**config.mk**
```make
export PLATFORM = sky130hd
export DESIGN_NAME = mul_seq
export DESIGN_NICKNAME = d
export VERILOG_FILES = /design/src/rtl/mul_defs_pkg.sv /design/src/rtl/mul_seq_add.sv /design/src/rtl/mul_seq.sv
export SDC_FILE = /design/constraint.sdc
export NUM_CORES = 1
export LEC_CHECK = 0
export CORE_ASPECT_RATIO = 0.5
export CORE_MARGIN = 5
export CORE_UTILIZATION = 45
export DETAILED_ROUTE_END_ITERATION = 10
export HOLD_SLACK_MARGIN = 0.06
export PLACE_DENSITY_LB_ADDON = 0.12
export SLEW_MARGIN = 25
export SYNTH_ARGS = -nofsm -noshare
export SYNTH_HDL_FRONTEND = slang
export SYNTH_HIERARCHICAL = 1
export SYNTH_SLANG_ARGS = --single-unit
```
**constraint.sdc**
```tcl
create_clock -name clk -period 6.62 [get_ports clk]
set_input_delay 1.986 -clock clk [delete_from_list [all_inputs] [get_ports clk]]
set_output_delay 1.986 -clock clk [all_outputs]
set_load 0.02 [all_outputs]
```
**src/rtl/mul_defs_pkg.sv**
```systemverilog
// Shared definitions for the iterative multiplier: state encoding and the
// helper that sizes the iteration counter.
package mul_defs;

   typedef enum logic [1:0] {
      IDLE = 2'd0,
      RUN  = 2'd1,
      DONE = 2'd2
   } state_t;

   // ceil(log2(n)); returns 0 for n <= 1
   function automatic int clog2(input int n);
      int r;
      int v;
      r = 0;
      v = n - 1;
      while (v > 0) begin
         r++;
         v = v >> 1;
      end
      return r;
   endfunction

endpackage

```
**src/rtl/mul_seq_add.sv**
```systemverilog
// Generic W-bit adder. The multiplier uses a (W+1)-bit instance so the
// carry out of the partial-product add is kept.
module add #(
   parameter int W = 8
) (
   input  logic [W-1:0] in0,
   input  logic [W-1:0] in1,
   output logic [W-1:0] out0
);

   assign out0 = in0 + in1;

endmodule

```
**src/rtl/mul_seq.sv**
```systemverilog
// Iterative unsigned shift-and-add multiplier. One partial product per
// cycle; W iterations per operation; start/busy/done handshake.
module mul_seq
   import mul_defs::*;
#(
   parameter int W = 32
) (
   input  logic           clk,
   input  logic           rstn,
   input  logic           start,
   input  logic [W-1:0]   a,
   input  logic [W-1:0]   b,
   output logic           busy,
   output logic           done,
   output logic [2*W-1:0] p
);

   localparam int CW = clog2(W) + 1;
   localparam logic [CW-1:0] LAST = CW'(W - 1);

   state_t        state, nstate;
   logic [W-1:0]  mcand, acc_hi, acc_lo;
   logic [CW-1:0] cnt;
   logic [W:0]    addend, sum;
   logic          accept, last;

   // DONE accepts a new start just like IDLE, so held start loses no cycle
   assign accept = start && ((state == IDLE) || (state == DONE));
   assign last   = (state == RUN) && (cnt == LAST);
   assign addend = acc_lo[0] ? {1'b0, mcand} : '0;

   add #(.W(W + 1)) u_add (
      .in0  ({1'b0, acc_hi}),
      .in1  (addend),
      .out0 (sum)
   );

   // next-state decode
   always_comb begin
      nstate = state;
      case (state)
         IDLE, DONE: nstate = start ? RUN : IDLE;
         RUN:        nstate = last ? DONE : RUN;
         default:    nstate = IDLE;
      endcase
   end

   // state register; busy/done are registered decodes of the next state
   always_ff @(posedge clk or negedge rstn) begin
      if (!rstn) begin
         state <= IDLE;
         busy  <= 1'b0;
         done  <= 1'b0;
      end else begin
         state <= nstate;
         busy  <= (nstate == RUN);
         done  <= (nstate == DONE);
      end
   end

   // operand capture, shift/accumulate iteration and product load
   always_ff @(posedge clk or negedge rstn) begin
      if (!rstn) begin
         mcand  <= '0;
         acc_hi <= '0;
         acc_lo <= '0;
         cnt    <= '0;
         p      <= '0;
      end else if (accept) begin
         mcand  <= a;
         acc_lo <= b;
         acc_hi <= '0;
         cnt    <= '0;
      end else if (state == RUN) begin
         // {sum, acc_lo} >> 1: the adder carry lands in acc_hi's MSB
         acc_hi <= sum[W:1];
         acc_lo <= {sum[0], acc_lo[W-1:1]};
         cnt    <= cnt + 1'b1;
         if (last) p <= {sum, acc_lo[W-1:1]};
      end
   end

endmodule
```
==> results of run 1 <==
## how the worst min path moves through the flow
| stage | start | endpoint | slack, ns | depth (start not counted) |
|---|---|---|---|---|
| floorplan | mcand[0] | mcand[0] | 0.44 | 2 |
| global placement | mcand[13] | mcand[13] | 0.45 | 2 |
| detailed placement | mcand[4] | mcand[4] | 0.45 | 2 |
| CTS | mcand[4] | mcand[4] | 0.47 | 2 |
| global route | mcand[4] | mcand[4] | 0.49 | 2 |
| finish | mcand[22] | mcand[22] | 0.47 | 2 |
## cells in the mapped netlist (9+ instances only)
library cell / count
a22o_1: 35
a21o_1: 9
clkbuf_1: 22
a31oi_1: 34
o21ai_0: 18
nand3_1: 10
buf_2: 15
nor2_1: 51
xnor2_1: 19
nand4_1: 10
mux2_4: 38
nand2_1: 192
and2_1: 34
xor2_1: 12
dfrtp_1: 170
a21oi_1: 36
ha_1: 33
mux2_2: 28
## power groups by stage
stage / Clock (mW) / Sequential (mW) / Combinational (mW)
floorplan: 0 / 1.97 / 1.93
global placement: 0 / 1.85 / 2.89
detailed placement: 0 / 1.86 / 2.94
CTS: 1.08 / 1.85 / 2.95
global route: 1.12 / 1.92 / 3.23
finish: 1.05 / 1.85 / 2.94
## flip-flops by register name (all words and copies together), names as in the netlist
register and cells:
cnt 6, acc_hi 32, state 2, done 1, acc_lo 32, p 64, mcand 32, busy 1
## final cells by class
type / count / area, µm² / area share [%]
inverters: 7 / 26.3 / 0.239
well taps: 266 / 333 / 3.02
multi-input cells: 645 / 4380 / 39.7
flip-flops and latches: 170 / 4260 / 38.6
clock buffers: 20 / 457 / 4.15
clock inverters: 12 / 163 / 1.48
repair buffers: 139 / 1400 / 12.7
## cell families after synthesis
family | Yosys count | share of synthesized area (%)
XOR/XNOR | 31 | 3.06
multiplexers | 70 | 10.4
buffers and inverters | 56 | 3.18
AND/OR/NAND/NOR | 324 | 16.0
adder cells (fa/ha/maj) | 34 | 4.87
flip-flops | 170 | 47.9
AO/OA/AOI/OAI | 184 | 14.5
other | 1 | 0.0422
## metal layers
metal | vias to the layer above | GRT usage, % | wire, µm
li1 | 3283 | - | -
met1 | 3295 | 28.8 | 11100
met2 | 137 | 28.2 | 9100
met3 | 23 | 4.25 | 887
met4 | 0 | 5.82 | 326
met5 | - | 0 | 0
## critical path, cell delays in order
cell	delay, ns
clkdlybuf4s50_1	0.46
nor2b_4	0.15
buf_4	0.28
nor2_2	0.67
buf_4	0.37
a22o_1	0.17
==> flow_metrics.env, run 1 <==
export IMPL_stdcell_count=1259
export IMPL_hpwl_mm=14.5
export IMPL_syn_inst=870
export IMPL_drive_gt1_share_pct=12.6
export IMPL_place_area_um2=10400
export IMPL_status="finished clean"
export IMPL_crit_path_max_fanout=39
export IMPL_fill_cells=1712
export IMPL_clockBufferDepth=2
export IMPL_fin_nets=1081
export IMPL_port_buffers=132
export IMPL_setup_viol=0
export IMPL_via_count=6738
export IMPL_power_per_cell_area_nw_per_um2=530
export IMPL_syn_area_per_cell_um2=10.2
export IMPL_drc=0
export IMPL_crit_required_ns=7.00
export IMPL_utilization_pct=56.7
export IMPL_clk_pin_slew_ns=0.07
export IMPL_antenna_found_initial=0
export IMPL_final_setup_tns_ns=0
export IMPL_gp_congestion=0.863
export IMPL_grt_pass1_vias=6679
export IMPL_hold_slack_ns=0.468
export IMPL_wl_per_cell_um=17.0
export IMPL_finalCritPeriodShare_pct=56.4
export IMPL_htree_levels=4
export IMPL_pin_count=133
export IMPL_ys_ff_latch=170
export IMPL_fin_ws_ns=2.89
export IMPL_core_area_um2=19400
export IMPL_clkPwrFrac_pct=18.0
export IMPL_die_h_um=109
export IMPL_cts_tree="yes"
export IMPL_reg2reg_to="p[61]"
export IMPL_layout_commonest_cell="nand2_1"
export IMPL_finClkSkew_ns=0.00795
export IMPL_routed_wirelength_mm=21.4
export IMPL_pre_cts_ws_ns=2.45
export IMPL_startpoint_type="input port"
export IMPL_ant_nets=0
export IMPL_regToRegSetupSlack_ns=3.19
export IMPL_p_int_mw=3.53
export IMPL_hold_path_class="reg2reg"
export IMPL_yosysWarningCount=6
export IMPL_ys_seq_area_share_pct=47.9
export IMPL_p_comb_share_pct=50.3
export IMPL_area_delta_synth_final_pct=24.0
export IMPL_start_util_pct=45.8
export IMPL_clk_latency_ns=0.44
export IMPL_synth_edf_count=0
export IMPL_ir_worst_vdd_mv=0.230
export IMPL_fp_dieArea_um2=22800
export IMPL_gr_usage_all_layers_pct=19.3
export IMPL_die_width_um=209
export IMPL_cts_resized=0
export IMPL_async_flop_share_pct=100
export IMPL_cts_sinks=170
export IMPL_power_frac_seq_pct=31.7
export IMPL_synth_top_cell_area_share_pct=47.9
export IMPL_crit_type="in2reg"
export IMPL_grt_max_degree=97
export IMPL_vias_per_cell=5.35
export IMPL_rsz0062_at_grt="false"
export IMPL_drt_pass1_iterations=5
export IMPL_yosys_most_used_dff="dfrtp_1"
export IMPL_p_leak_nw=5.28
export IMPL_startpoint="start"
export IMPL_worstPathArrival_ns=4.11
export IMPL_ys_types=62
export IMPL_place_inst=1226
export IMPL_ys_top_cells_by_area="dfrtp_1 (48%), nand2_1 (8.1%), mux2_4 (6.4%), ha_1 (4.6%), mux2_2 (3.5%)"
export IMPL_netSwitchingFraction_pct=39.6
export IMPL_num_rows=36
export IMPL_synth_area_leader_cell="dfrtp_1"
export IMPL_period_needed_ns=3.73
export IMPL_diodes=0
export IMPL_power_switching_mw=2.31
export IMPL_maxSlewHeadroom_pct=45.9
export IMPL_final_hold_violation_count=0
export IMPL_worst_r2r_path_depth=10
export IMPL_design_area_um2=11000
export IMPL_layout_common_cells="nand2_1 (192), dfrtp_1 (169), clkdlybuf4s50_1 (131)"
export IMPL_worst_slew_pin_slew_ns=0.812
export IMPL_cts_setup_buffers=0
export IMPL_syn_area_um2=8880
export IMPL_cts_buffers=17
export IMPL_grt_pass1_wl_mm=35.2
export IMPL_root_buffer="clkbuf_16"
export IMPL_cts_hold_repair_buffers=0
export IMPL_fmax_ghz=0.268
export IMPL_finalPower_mw=5.84
export IMPL_drt_iter0_drc=369
export IMPL_r2r_start="acc_lo[0]"
export IMPL_maxCapViolations=0
export IMPL_maxSlewViolCount=0
export IMPL_endpoint="cnt[4]"
export IMPL_end_kind="flip-flop"
export IMPL_grt_overflow_total=0
Note: power is estimated with default switching activity, not from simulation.
==> run 2, diff against run 1 <==
==> constraint.sdc (replaced) <==
create_clock -name clk -period 3 [get_ports clk]
set_input_delay 0.9 -clock clk [delete_from_list [all_inputs] [get_ports clk]]
set_output_delay 0.9 -clock clk [all_outputs]
set_load 0.02 [all_outputs]
==> flow_metrics.env, run 2 (synthesis gave the netlist of run 1 again) <==
export IMPL_wl_met1_mm=11.5
export IMPL_htree_levels=4
export IMPL_fmax_ghz=0.352
export IMPL_finalCritPeriodShare_pct=94.6
export IMPL_cts_sinks=170
export IMPL_utilization_pct=57.9
export IMPL_crit_type="reg2reg"
export IMPL_wl_met2_mm=9.86
export IMPL_startpoint_type="flip-flop"
export IMPL_fin_nets=1112
export IMPL_grt_pass1_wl_mm=36.8
export IMPL_worst_slew_pin_slew_ns=0.826
export IMPL_end_kind="flip-flop"
export IMPL_place_area_um2=10700
export IMPL_die_h_um=109
export IMPL_p_leak_nw=5.42
export IMPL_port_buffers=132
export IMPL_area_delta_synth_final_pct=26.6
export IMPL_hpwl_mm=16.0
export IMPL_final_setup_tns_ns=0
export IMPL_clockBufferDepth=2
export IMPL_layout_common_cells="nand2_1 (192), dfrtp_1 (170), clkdlybuf4s50_1 (131)"
export IMPL_ir_worst_vdd_mv=0.502
export IMPL_rsz0062_at_grt="false"
export IMPL_gr_usage_all_layers_pct=20.1
export IMPL_core_area_um2=19400
export IMPL_maxSlewViolCount=0
export IMPL_cts_tree="yes"
export IMPL_vias_per_cell=5.30
export IMPL_num_rows=36
export IMPL_finalPower_mw=13.0
export IMPL_start_util_pct=45.8
export IMPL_routed_wirelength_mm=22.3
export IMPL_maxSlewHeadroom_pct=44.9
export IMPL_drt_pass1_iterations=5
export IMPL_wl_met3_um=766
export IMPL_setup_viol=0
export IMPL_finClkSkew_ns=0.0111
export IMPL_power_per_cell_area_nw_per_um2=1160
export IMPL_worstPathArrival_ns=3.21
export IMPL_crit_required_ns=3.37
export IMPL_drt_iter0_drc=416
export IMPL_drive_gt1_share_pct=15.2
export IMPL_grt_overflow_total=0
export IMPL_grt_pass1_vias=6933
export IMPL_cts_setup_buffers=0
export IMPL_wl_per_cell_um=17.3
export IMPL_top_layer_used="met4"
export IMPL_crit_path_max_fanout=4
export IMPL_gp_congestion=0.887
export IMPL_antenna_found_initial=0
export IMPL_design_area_um2=11200
export IMPL_cts_buffers=17
export IMPL_period_needed_ns=2.84
export IMPL_pin_count=133
export IMPL_regMostFlops="p"
export IMPL_clk_latency_ns=0.43
export IMPL_final_hold_violation_count=0
export IMPL_diodes=0
export IMPL_root_buffer="clkbuf_16"
export IMPL_ant_nets=0
export IMPL_grt_max_degree=71
export IMPL_clk_pin_slew_ns=0.07
export IMPL_status="finished clean"
export IMPL_maxCapViolations=0
export IMPL_largest_reg_flops=64
export IMPL_layout_commonest_cell="nand2_1"
export IMPL_drc=0
export IMPL_hold_path_class="in2async"
export IMPL_via_count=6831
export IMPL_die_width_um=209
export IMPL_fp_dieArea_um2=22800
==> run 2: changes by cell type in the layout (fill, tap and decap cells not counted), moves of 2 or more <==
| cell | change |
|---|---|
| buf_4 | +29 |
| inv_6 | +2 |
| clkinvlp_4 | +2 |
| buf_12 | +3 |
| bufinv_16 | -2 |
==> run 2: critical path, stage by stage, from the launching register on <==
cell and delay, ns:
dfrtp_1 0.39, and2_1 0.14, ha_1 0.22, fa_1 0.44
a211oi_2 0.27, o21ai_2 0.14, o2111ai_2 0.27, nand4_1 0.23
and3_1 0.23, nor3_1 0.25, mux2_2 0.19
==> run 2: metal layers <==
metal,vias to the layer above,GRT usage (%)
li1,3328,-
met1,3366,29.7
met2,119,30.7
met3,18,4.30
met4,0,4.56
met5,-,0
==> run 2: path summary, 6_finish.rpt <==
path                            from        to  slack, ns  depth (start not counted)
min in group clk            mcand[8]  mcand[8]       0.47                          2
setup / recovery           acc_lo[0]     p[57]       0.16                         10
max in group asynchronous       rstn  mcand[1]       1.91                          2
hold reg to reg             mcand[8]  mcand[8]       0.47                          2
hold / removal                  rstn     p[48]       0.43                          1
setup reg to reg           acc_lo[0]     p[57]       0.16                         10
==> run 2: through the flow <==
stage | std cells | setup WS [ns] | hold WS (ns)
after floorplan | 871 | 0.378 | 0.438
after detailed placement | 1258 | 0.0767 | 0.456
final | 1289 | 0.161 | 0.428
after CTS | 1289 | 0.0713 | 0.426
after global routing | 1289 | 0.00531 | 0.442
after global placement | 1258 | 0.138 | 0.454
==> run 2: cell type report <==
class                           instances  area [µm²]
Clock inverter                         12         115
Sequential cell                       170        4250
Clock buffer                           19         453
Fill cell                            1677        8170
Inverter                                7        26.3
Timing Repair Buffer                  170        1670
Tap cell                              266         333
Multi-Input combinational cell        645        4400
==> run 2: power by group <==
group,switching [mW],internal (mW)
clock,0.963,1.19
combinational,3.59,3.23
sequential,0.671,3.37
total,5.22,7.80
==> run 2: timing repair <==
action                                  4_1_cts  5_1_grt
resized for setup                             0        4
endpoints found under the setup margin        0       10
hold buffers                                  0        0
==> run 3, diff against run 2 <==
--- a/config.mk
+++ b/config.mk
@@ -11,7 +11,6 @@
 export DETAILED_ROUTE_END_ITERATION = 10
 export HOLD_SLACK_MARGIN = 0.06
 export PLACE_DENSITY_LB_ADDON = 0.12
-export SLEW_MARGIN = 25
 export SYNTH_ARGS = -nofsm -noshare
 export SYNTH_HDL_FRONTEND = slang
 export SYNTH_HIERARCHICAL = 1
==> results of run 3 <==
Final layout, timing and power as in run 2 (identical DEF).
